## src/rtl/shift_reg_sipo_deser.sv

```systemverilog
// Serial-in, parallel-out deserializer with a valid/ready word output, one-word
// internal holding slot for downstream stalls, and a sticky overrun flag.
module shift_reg_sipo_deser #(
    parameter int WIDTH     = 8,
    parameter bit MSB_FIRST = 1'b1
) (
    input  logic                   clk,
    input  logic                   reset,
    input  logic                   ser_in,
    input  logic                   ser_en,
    input  logic                   frame_sync,
    output logic [WIDTH-1:0]       q,
    output logic                   q_valid,
    input  logic                   q_ready,
    output logic                   overrun,
    input  logic                   overrun_clr,
    output logic [$clog2(WIDTH):0] bit_cnt
);

    localparam int CW = $clog2(WIDTH) + 1;
    localparam logic [CW-1:0] LAST_IDX = CW'(WIDTH - 1);
    localparam logic [CW-1:0] ONE      = CW'(1);

    typedef enum logic [1:0] {
        IDLE  = 2'd0,
        SHIFT = 2'd1,
        STALL = 2'd2
    } state_t;

    state_t            state_reg;
    logic [WIDTH-1:0]  sr_reg;
    logic [WIDTH-1:0]  q_reg;
    logic              q_valid_reg;
    logic              overrun_reg;
    logic [CW-1:0]     bit_cnt_reg;

    logic [WIDTH-1:0]  shift_base;
    logic [WIDTH-1:0]  shift_next;
    logic [CW-1:0]     cnt_eff;
    logic              word_done;
    logic              slot_free;

    // frame_sync restarts the word: the partial contents and count are dropped
    // so the same-cycle bit becomes bit 0.
    assign shift_base = frame_sync ? '0 : sr_reg;
    assign cnt_eff    = frame_sync ? '0 : bit_cnt_reg;
    assign word_done  = ser_en && (cnt_eff == LAST_IDX);
    assign slot_free  = !q_valid_reg || q_ready;

    generate
        for (genvar gi = 0; gi < WIDTH; gi++) begin : g_shift
            if (MSB_FIRST) begin : g_msb
                if (gi == 0) begin : g_in
                    assign shift_next[gi] = ser_in;
                end else begin : g_mv
                    assign shift_next[gi] = shift_base[gi-1];
                end
            end else begin : g_lsb
                if (gi == WIDTH - 1) begin : g_in
                    assign shift_next[gi] = ser_in;
                end else begin : g_mv
                    assign shift_next[gi] = shift_base[gi+1];
                end
            end
        end
    endgenerate

    always_ff @(posedge clk) begin
        if (reset) begin
            state_reg   <= IDLE;
            sr_reg      <= '0;
            q_reg       <= '0;
            q_valid_reg <= 1'b0;
            overrun_reg <= 1'b0;
            bit_cnt_reg <= '0;
        end else begin
            // Default consume; any word loaded this cycle overrides below.
            if (q_valid_reg && q_ready) begin
                q_valid_reg <= 1'b0;
            end

            case (state_reg)
                IDLE: begin
                    if (frame_sync) begin
                        state_reg   <= SHIFT;
                        sr_reg      <= ser_en ? shift_next : '0;
                        bit_cnt_reg <= ser_en ? ONE : '0;
                    end
                end
                SHIFT: begin
                    if (word_done) begin
                        bit_cnt_reg <= '0;
                        if (slot_free) begin
                            q_reg       <= shift_next;
                            q_valid_reg <= 1'b1;
                            sr_reg      <= '0;
                        end else begin
                            // Completed word parks in the shift register.
                            sr_reg    <= shift_next;
                            state_reg <= STALL;
                        end
                    end else if (ser_en) begin
                        sr_reg      <= shift_next;
                        bit_cnt_reg <= cnt_eff + ONE;
                    end else if (frame_sync) begin
                        sr_reg      <= '0;
                        bit_cnt_reg <= '0;
                    end
                end
                STALL: begin
                    // q_valid is always set here, so q_ready alone releases.
                    if (q_ready) begin
                        q_reg       <= sr_reg;
                        q_valid_reg <= 1'b1;
                        sr_reg      <= '0;
                        state_reg   <= SHIFT;
                    end
                end
                default: begin
                    state_reg <= IDLE;
                end
            endcase

            if (state_reg == STALL && ser_en) begin
                overrun_reg <= 1'b1;
            end else if (overrun_clr) begin
                overrun_reg <= 1'b0;
            end
        end
    end

    assign q       = q_reg;
    assign q_valid = q_valid_reg;
    assign overrun = overrun_reg;
    assign bit_cnt = bit_cnt_reg;

endmodule
```

## config.mk

```make
export PLATFORM = sky130hd
export DESIGN_NAME = shift_reg_sipo_deser
export DESIGN_NICKNAME = d
export VERILOG_FILES = /design/src/rtl/shift_reg_sipo_deser.sv
export SDC_FILE = /design/constraint.sdc
export NUM_CORES = 1
export LEC_CHECK = 0
export ABC_AREA = 1
export CORE_ASPECT_RATIO = 1.75
export CORE_MARGIN = 1.5
export CORE_UTILIZATION = 48
export CTS_CLUSTER_DIAMETER = 40
export DETAILED_ROUTE_END_ITERATION = 12
export GPL_TIMING_DRIVEN = 0
export HOLD_SLACK_MARGIN = 0.08
export MAX_ROUTING_LAYER = met4
export PLACE_DENSITY = 0.77
export SYNTH_ARGS = -nofsm -noshare
export SYNTH_HDL_FRONTEND = slang
export SYNTH_SLANG_ARGS = --single-unit
export TNS_END_PERCENT = 5
```

## constraint.sdc

```tcl
create_clock -name clk -period 1.4 [get_ports clk]
set_clock_uncertainty 0.1 [all_clocks]
set_input_delay 0.14 -clock clk [delete_from_list [all_inputs] [get_ports clk]]
set_output_delay 0.14 -clock clk [all_outputs]
set_load 0.02 [all_outputs]
```

==> out/qor.yml <==
outcome:
  status: "finished, violations left"
  violations: "setup timing"
pwr:
  ir_worst_vdd_uv: 867
  power_leakage_uw: 0.000892
  powerDensity_nw_per_um2: 1290
route:
  wirelength_um: 3750
  dr.pass1.iters: 4
  initialDrtViolationCount: 53
  viasPerCell: 5.45
  ant_nets: 0
  routedWlPerCell_um: 13.6
  drc: 0
  via_count: 1499
finish:
  nFillCells: 227
  final_util: 0.720
  drive_gt1_frac: 0.282
  antenna_cells: 0
  areaGrowthSynthToFinish_pct: 41.2
  instances_no_fill: 275
  finalNetCount: 261
synth:
  syn-instance-count: 213
  synth_area_leaders: "dfxtp_1, nand2_1, o21ai_0"
  yosysTopAreaCell: "dfxtp_1"
  synthDistinctLibCells: 24
  synth.cell_area_um2: 1390
  synthTopCellsByCount: "nand2_1, o21ai_0, nor2_1"
  ys_warn_count: 0
  synth_top_area_share: 0.346
  synth_edf_count: 0
  avgSynthCellArea_um2: 6.52
  ys_seq_area_frac: 0.346
  synth_seq_cells: 24
  synthesis.nets: 225
  async_reset_ff_frac: 0
  synthMostInstantiatedCell: "nand2_1"
  synth_top_flop_cell: "dfxtp_1"
global_route:
  gr-total-overflow: 0
  grtUsageTotal: 0.261
  grt_pass1_vias: 1433
  grt_pass1_wl_um: 6400
  antenna_found_initial: 0
  grt_max_degree: 14
critical_path:
  endpoint: "state_reg[1]$_SDFFE_PP0P_"
  critical_path_required_ns: 1.45
  critPathMaxFanout: 4
  cp_top_family: "simple AND/OR/NAND/NOR gates"
  rr_worst_depth: 10
  end_kind: "flop"
  r2r_setup_slack_ns: -0.11
  cp.arrival_ns: 1.56
  cp-startpoint: "bit_cnt[1]$_SDFFE_PP0P_"
  r2r-end: "state_reg[1]$_SDFFE_PP0P_"
  startpoint_type: "flop"
  critical_path_class: "reg -> reg"
  cp_num_cells: 10
  cp_cell_sequence: "nand2_2 > inv_1 > ha_4 > nand2_4 > inv_4 > nand3_4 > nand2_8 > nand3_2 > nand2_1 > a21oi_1"
  slowest_stage: "dfxtp_2"
  crit-reg2reg-launch: "bit_cnt[1]$_SDFFE_PP0P_"
  critical_path_buf_inv_count: 2
  critPathMaxStageDelay_ns: 0.36
sta:
  worstMarginPinSlew_ns: 0.320
  setup-tns-final_ns: -1.58
  hold_viol: 0
  rsz0062_at_grt: "yes"
  fin_crit_ns: 1.51
  period_share: 1.08
  fmax_mhz: 662
  fin_ws_ns: -0.110
  final-max-slew-violation-count: 0
  slew-limit-headroom: 0.786
  finalSetupViolCount: 22
place:
  dp_slack_ns: -0.718
  port_buffers: 19
  gp_congestion: 0.847
  dp.cells: 259
  dpl.hpwl_um: 2280
clock_tree:
  clock_sinks: 24
  ctsHoldBuffers: 0
  tritoncts: "yes"
  root_buffer: "clkbuf_8"
  htree_num_levels: 1
  numCtsBuffers: 3
  clock_path_buffers: 2
  clock_latency_ns: 0.27
  cts.clk_slew.worst_paths_ns: 0.09
floorplanning:
  pin_count: 21
  die_area_um2: 3240
  die_w_um: 43.7
  die_h_um: 74.2
  start_util: 0.510
  rows: 25
  coreArea_um2: 2720
worst_hold_path:
  min_path_type: "in -> reg"
job:
  drv_cap: 0
[layout by cell type, fill, tap and decap left out, drive strengths merged, types with 2 or more instances in the layout]
cell and n:
a21oi 16, buf 17, clkbuf 5, clkdlybuf4s50 4, dfxtp 24, dlygate4sd2 14
ha 5, inv 25, nand2 55, nand3 14, nand4 2, nor2 29
o21ai 32
[what timing repair did]
action | in CTS | in global routing
gates resized for setup | 56 | 18
buffers inserted | 8 | 2
pin swaps | 16 | 12
endpoints found under the setup margin | 38 | 23
cloned | 2 | 0
[worst register-to-register path, stage by stage, from the launching register on]
cell,delay (ns)
dfxtp_2,0.36
nand2_2,0.07
inv_1,0.10
ha_4,0.15
nand2_4,0.05
inv_4,0.06
nand3_4,0.10
nand2_8,0.15
nand3_2,0.10
nand2_1,0.10
a21oi_1,0.06
[stage by stage]
step | instance area [um2] | power [uW] | hold WS, ns
after floorplan | 1420 | 1530 | 0.102
after global placement | 1640 | 1810 | 0.353
after detailed placement | 1640 | 1820 | 0.356
after CTS | 1890 | 2480 | 0.0936
after global routing | 1960 | 2710 | 0.106
final | 1960 | 2530 | 0.0999
[cells by family after synthesis]
family,share of synthesized area
compound gates,0.183
buf+inv,0.102
fa+ha+maj,0.0450
flops,0.346
xor+xnor,0.00631
simple gates,0.318
[power by group]
part	switching [uW]	internal (uW)	total, uW
Sequential	74.2	811	886
Combinational	715	448	1160
Clock	233	252	485
[per-layer routing]
layer / wire length [um] / track usage
met1: 1470 / 0.292
met5: 0 / -
met2: 2110 / 0.466
met4: 61 / 0.0943
met3: 110 / 0.0291
[worst min path at each step]
stage          cells past startpoint                      end                 start  slack, ns
6_report                           3     overrun$_SDFFE_PP0P_                ser_en        0.1
5_1_grt                            3     overrun$_SDFFE_PP0P_                ser_en       0.11
4_1_cts                            3     overrun$_SDFFE_PP0P_                ser_en       0.09
3_5_place_dp                       2     overrun$_SDFFE_PP0P_  overrun$_SDFFE_PP0P_       0.36
3_3_place_gp                       2     overrun$_SDFFE_PP0P_  overrun$_SDFFE_PP0P_       0.35
2_1_floorplan                      1  bit_cnt[1]$_SDFFE_PP0P_                 reset       0.10
[area by class of cell]
type / count / area [um2] / share of cell area
multi-input cells: 158 / 957 / 0.488
flip-flops and latches: 24 / 488 / 0.249
repair buffers: 30 / 256 / 0.131
inverters: 25 / 111 / 0.0568
plain buffers: 7 / 58.8 / 0.0300
clock buffers: 4 / 55.1 / 0.0281
well taps: 27 / 33.8 / 0.0172
Note: power is estimated with default switching activity, not from simulation.
